File: src/rtl/ring_sequencer.sv
`default_nettype none
// ============================================================================
// Module   : ring_sequencer
// Purpose  : Rotating-pattern sequencer. The pattern is either a one-hot
//            ring or a Johnson (twisted-ring) count. It supports:
//              - either rotation direction
//              - an enable with a prescale divider
//              - parallel load
//              - self-correction of illegal patterns
//              - single-cycle WRAP / ERR pulses
// Ports    : CLK      - clock, rising edge
//            RST      - synchronous active-high reset
//            EN       - count enable (prescaler and pattern hold when low)
//            MODE     - 0 = one-hot ring, 1 = Johnson
//            DIR      - 0 = rotate toward MSB, 1 = rotate toward LSB
//            DIV      - advance once every DIV+1 enabled cycles
//            LOAD     - parallel load strobe
//            LOAD_VAL - value written to O on LOAD (stored verbatim)
//            O        - current pattern (registered)
//            WRAP     - pulse: pattern returned home by a legal advance
//            ERR      - pulse: illegal pattern replaced by home on advance
// Revision : 1.0 - initial release
// ============================================================================
module ring_sequencer #(
  parameter int WIDTH = 4,
  parameter int DIV_W = 8
) (
  input  logic             CLK,
  input  logic             RST,
  input  logic             EN,
  input  logic             MODE,
  input  logic             DIR,
  input  logic [DIV_W-1:0] DIV,
  input  logic             LOAD,
  input  logic [WIDTH-1:0] LOAD_VAL,
  output logic [WIDTH-1:0] O,
  output logic             WRAP,
  output logic             ERR
);

  localparam logic [WIDTH-1:0] c_one   = WIDTH'(1);
  localparam logic [DIV_W-1:0] c_p_one = DIV_W'(1);

  logic [WIDTH-1:0] r_o;
  logic [DIV_W-1:0] r_p;
  logic             r_wrap;
  logic             r_err;

  logic [WIDTH-1:0] w_home;
  logic [WIDTH-1:0] w_rot;
  logic [WIDTH-1:0] w_inv;
  logic             w_ring_legal;
  logic             w_john_legal;
  logic             w_legal;
  logic             w_adv;

  // Home depends on the mode in effect right now, so a mode switch
  // followed by an advance lands on the new mode's home.
  assign w_home = MODE ? '0 : c_one;

  // One-hot: non-zero, and clearing the lowest set bit leaves nothing.
  assign w_ring_legal = (r_o != '0) && ((r_o & (r_o - c_one)) == '0);

  // Johnson: a run of ones anchored at bit0 has the form 2^k-1, so x & (x+1)
  // is zero. A run anchored at the MSB is the complement of such a value.
  // Together these two forms cover all 2*WIDTH Johnson states, including
  // all-zeros and all-ones.
  assign w_inv        = ~r_o;
  assign w_john_legal = ((r_o & (r_o + c_one)) == '0) ||
                        ((w_inv & (w_inv + c_one)) == '0);

  assign w_legal = MODE ? w_john_legal : w_ring_legal;

  // >= rather than == so that lowering DIV below the current count
  // advances at once instead of waiting for the counter to wrap.
  assign w_adv = EN && (r_p >= DIV);

  always_comb begin
    w_rot = r_o;
    case ({MODE, DIR})
      2'b00:   w_rot = {r_o[WIDTH-2:0], r_o[WIDTH-1]};
      2'b01:   w_rot = {r_o[0], r_o[WIDTH-1:1]};
      2'b10:   w_rot = {r_o[WIDTH-2:0], ~r_o[WIDTH-1]};
      default: w_rot = {~r_o[0], r_o[WIDTH-1:1]};
    endcase
  end

  always_ff @(posedge CLK) begin
    if (RST) begin
      r_o    <= w_home;
      r_p    <= '0;
      r_wrap <= 1'b0;
      r_err  <= 1'b0;
    end else if (LOAD) begin
      r_o    <= LOAD_VAL;
      r_p    <= '0;
      r_wrap <= 1'b0;
      r_err  <= 1'b0;
    end else if (w_adv) begin
      r_p <= '0;
      if (w_legal) begin
        r_o    <= w_rot;
        r_wrap <= (w_rot == w_home);
        r_err  <= 1'b0;
      end else begin
        r_o    <= w_home;
        r_wrap <= 1'b0;
        r_err  <= 1'b1;
      end
    end else begin
      if (EN) begin
        r_p <= r_p + c_p_one;
      end
      r_wrap <= 1'b0;
      r_err  <= 1'b0;
    end
  end

  assign O    = r_o;
  assign WRAP = r_wrap;
  assign ERR  = r_err;

endmodule
`default_nettype wire

File: config.mk
export PLATFORM = sky130hd
export DESIGN_NAME = ring_sequencer
export DESIGN_NICKNAME = d
export VERILOG_FILES = /design/src/rtl/ring_sequencer.sv
export SDC_FILE = /design/constraint.sdc
export NUM_CORES = 1
export LEC_CHECK = 0
export BUFFER_PORTS_ARGS = -buffer_cell sky130_fd_sc_hd__clkbuf_2
export CORE_ASPECT_RATIO = 1.2
export CORE_MARGIN = 2
export CORE_UTILIZATION = 39
export DETAILED_ROUTE_END_ITERATION = 8
export PLACE_DENSITY = 0.61
export SYNTH_ARGS = -nofsm -noshare
export SYNTH_HDL_FRONTEND = slang
export SYNTH_SLANG_ARGS = --single-unit
File: constraint.sdc
create_clock -name CLK -period 1.7 [get_ports CLK]
set_clock_uncertainty 0.05 [all_clocks]
set_input_delay 0 -clock CLK [delete_from_list [all_inputs] [get_ports CLK]]
set_output_delay 0 -clock CLK [all_outputs]
set_load 0.03 [all_outputs]
==> load_flow_metrics.sql <==
INSERT INTO impl_metrics (metric_group, metric, value, unit) VALUES
('status', 'outcome', 'complete, no violations', ''),
('pwr', 'ir_worst_vdd', '481', 'uV'),
('clock_tree', 'cts.path.max_buffers', '2', ''),
('detailed_routing', 'detailedRoute.firstPassIterationCount', '4', ''),
('grt', 'globalRouteTotalUtil', '0.171', ''),
('clock_tree', 'clkSlewWorstSetupHoldPaths', '90', 'ps'),
('sta', 'final.setup.tns', '0', 'ps'),
('sta', 'fmax', '0.598', 'GHz'),
('final_layout', 'summed_area_of_non_filler_cells_in_the_final_layout', '0.00151', 'sq mm'),
('hold_path', 'whs_path_depth', '3', ''),
('synthesis', 'post_synthesis_cells', '133', ''),
('synthesis', 'yosysSeqAreaShare', '0.290', ''),
('die', 'initial_core_util', '0.401', ''),
('detailed_routing', 'totalWireLength', '2660', 'um'),
('clock_tree', 'cts.sinks', '14', ''),
('detailed_routing', 'drc_errors', '0', ''),
('die', 'floorplan.core_area', '0.00276', 'sq mm'),
('setup_path', 'critPathMaxStageDelay', '450', 'ps'),
('detailed_routing', 'top_signal_layer_used', 'met4', ''),
('synthesis', 'synth_enable_flop_cells', '4', ''),
('synthesis', 'ys_async_sr_fraction', '0', ''),
('die', 'die_w', '52.6', 'um'),
('final_layout', 'layout.nets', '204', ''),
('detailed_routing', 'detail_route.wl_per_cell', '12.7', 'um'),
('detailed_routing', 'detailroute.wirelength.met2', '1390', 'um'),
('clock_tree', 'cts_tree', 'done', ''),
('clock_tree', 'clock_insertion_delay_worst_skew', '280', 'ps'),
('detailed_routing', 'dr.first_iter.drc_count', '13', ''),
('final_layout', 'layout.filler_cells', '273', ''),
('setup_path', 'crit_path_top_delay_cell', 'edfxtp_1', ''),
('detailed_routing', 'route.detailed.vias_per_inst', '5.38', ''),
('die', 'ioPinCount', '24', ''),
('placed_design', 'post-dp-hpwl', '2090', 'um'),
('die', 'core.rowCount', '21', ''),
('sta', 'min_clock_period_post_route', '1670', 'ps'),
('setup_path', 'worst-endpoint-required', '1680', 'ps'),
('placed_design', 'place.gp.congestion', '0.785', ''),
('setup_path', 'crit_chain', 'inv_2 -> maj3_2 -> a211oi_2 -> o21ai_2 -> a32o_1', ''),
('synthesis', 'net_count_after_synthesis', '160', ''),
('setup_path', 'crit_path_max_fanout', '5', ''),
('placed_design', 'dpl_worst_slack', '-49.1', 'ps'),
('final_layout', 'fraction_of_layout_cells_with_a_size_suffix_above_1', '0.381', ''),
('grt', 'antenna_found_initial', '0', ''),
('detailed_routing', 'met3_wirelength', '77', 'um'),
('final_layout', 'layout_area_overhead', '36.7', '%'),
('sta', 'layout_setup_ws', '28.3', 'ps'),
('sta', 'rsz0062_at_grt', 'true', ''),
('clock_tree', 'clock_buffers_created_by_tritoncts', '3', ''),
('final_layout', 'multiInputGateArea', '767', 'sq um'),
('placed_design', 'portBuffers', '23', ''),
('detailed_routing', 'wl_met1', '1160', 'um'),
('grt', 'grt_first_pass_wirelength', '4340', 'um'),
('synthesis', 'synth.distinct_cells', '44', ''),
('hold_path', 'min_path_type', 'in -> reg', ''),
('die', 'floorplan.die_area', '0.00328', 'sq mm'),
('pwr', 'total_power', '0.860', 'mW'),
('setup_path', 'path_depth', '5', ''),
('grt', 'grt-ovfl-total', '0', ''),
('sta', 'period_share', '0.983', ''),
('detailed_routing', 'antenna_violating_nets_post_route', '0', ''),
('synthesis', 'yosysWarningCount', '0', ''),
('sta', 'maxSlewViolCount', '0', ''),
('pwr', 'power.leakage', '0.692', 'nW'),
('synthesis', 'synth_top_flop_cell', 'dfxtp_1', ''),
('setup_path', 'timing.setup.critical_path_class', 'reg -> reg', ''),
('detailed_routing', 'vias', '1130', ''),
('clock_tree', 'cts_root_buffer', 'clkbuf_4', ''),
('grt', 'via_count_of_the_first_global_routing_pass', '1017', ''),
('setup_path', 'cp_top_family', 'compound AO/OA/AOI/OAI gates', ''),
('setup_path', 'r2r.worst_path.cells', '5', ''),
('final_layout', 'final_cell_count_no_fill', '210', '');
==> final timing paths <==
kind | startpoint | end | slack [ps]
worst max-delay path | O[2] | O[1] | 30
worst max register to register | O[2] | O[1] | 30
worst min-delay path | RST | WRAP | 60
worst min register to register | r_p[1] | r_p[1] | 590
==> synthesized netlist by cell type (2+ instances only) <==
library cell	n	area (sq um)
nand2_1	9	33.8
ha_1	9	113
nor2_1	6	22.5
nor2b_1	4	25.0
xor2_1	2	17.5
dfxtp_1	10	200
edfxtp_1	4	120
nand3_1	5	25.0
inv_1	13	48.8
nand2b_1	2	12.5
nor4_1	6	37.5
a41oi_1	2	17.5
nor3_1	4	20.0
xnor2_1	3	26.3
and3_1	4	25.0
a211oi_1	2	15.0
buf_6	4	45.0
a21oi_1	6	30.0
o21ai_0	12	60.1
a32o_1	2	20.0
==> final cells by class <==
cell class | count | area share
Multi-Input combinational cell | 99 | 0.507
Sequential cell | 14 | 0.213
Timing Repair Buffer | 46 | 0.195
Inverter | 13 | 0.0323
Tap cell | 34 | 0.0281
Clock buffer | 4 | 0.0240
==> logic make-up (layout without fill, tap and decap cells) <==
kind of cell / Yosys count / in the layout / share of synthesized area
DFF: 14 / 14 / 0.290
muxes: 1 / 1 / 0.0102
xor gates and xnor gates: 5 / 5 / 0.0396
buffers and inverters: 20 / 63 / 0.0995
and+or+nand+nor: 49 / 49 / 0.247
AOI/OAI and AO/OA: 34 / 34 / 0.203
adders and majority gates: 10 / 10 / 0.112
==> power breakdown <==
group          internal [mW]  switching, mW
Clock                  0.130          0.113
Combinational          0.112          0.134
Sequential             0.357         0.0145
==> registers in the layout, summed over array words and instances (netlist names) <==
signal	count
ERR	1
O	4
r_p	8
WRAP	1
==> repair_timing <==
| action | in CTS | in global routing |
|---|---|---|
| gates resized for setup | 5 | 9 |
| setup buffers | 0 | 2 |
| pin swaps | 2 | 2 |
| hold buffers | 3 | 0 |
| setup endpoints to repair | 5 | 13 |
| endpoints found under the hold margin | 3 | 0 |
==> per-layer routing <==
| metal | track usage | up-vias |
|---|---|---|
| li1 | - | 571 |
| met1 | 0.209 | 535 |
| met5 | 0 | - |
| met2 | 0.292 | 20 |
| met4 | 0.0641 | 0 |
| met3 | 0.0264 | 4 |
==> worst register-to-register path: stages (launching register included) <==
cell,delay [ps]
edfxtp_1,450
inv_2,60
maj3_2,310
a211oi_2,200
o21ai_2,110
a32o_1,260
==> layout by cell type (no fill, tap or decap), types with 2 or more instances in the layout <==
cell type / Yosys / routed
a211oi_2: 0 / 2
nand3_1: 5 / 5
nand2b_1: 2 / 2
ha_4: 0 / 2
xor2_1: 2 / 2
a21oi_1: 6 / 6
o21ai_1: 1 / 2
o21ai_0: 12 / 11
nor2_1: 6 / 6
nand2_1: 9 / 7
clkbuf_4: 0 / 3
ha_1: 9 / 7
and3_1: 4 / 4
nor4_1: 6 / 4
xnor2_1: 3 / 3
buf_4: 1 / 20
clkbuf_2: 0 / 23
nor3_1: 4 / 4
inv_1: 13 / 12
a32o_1: 2 / 2
nand2_4: 0 / 2
dlygate4sd3_1: 0 / 3
nor2b_1: 4 / 4
nor4_2: 0 / 2
dfxtp_1: 10 / 9
edfxtp_1: 4 / 4
Power figures use the tool's default switching activity.
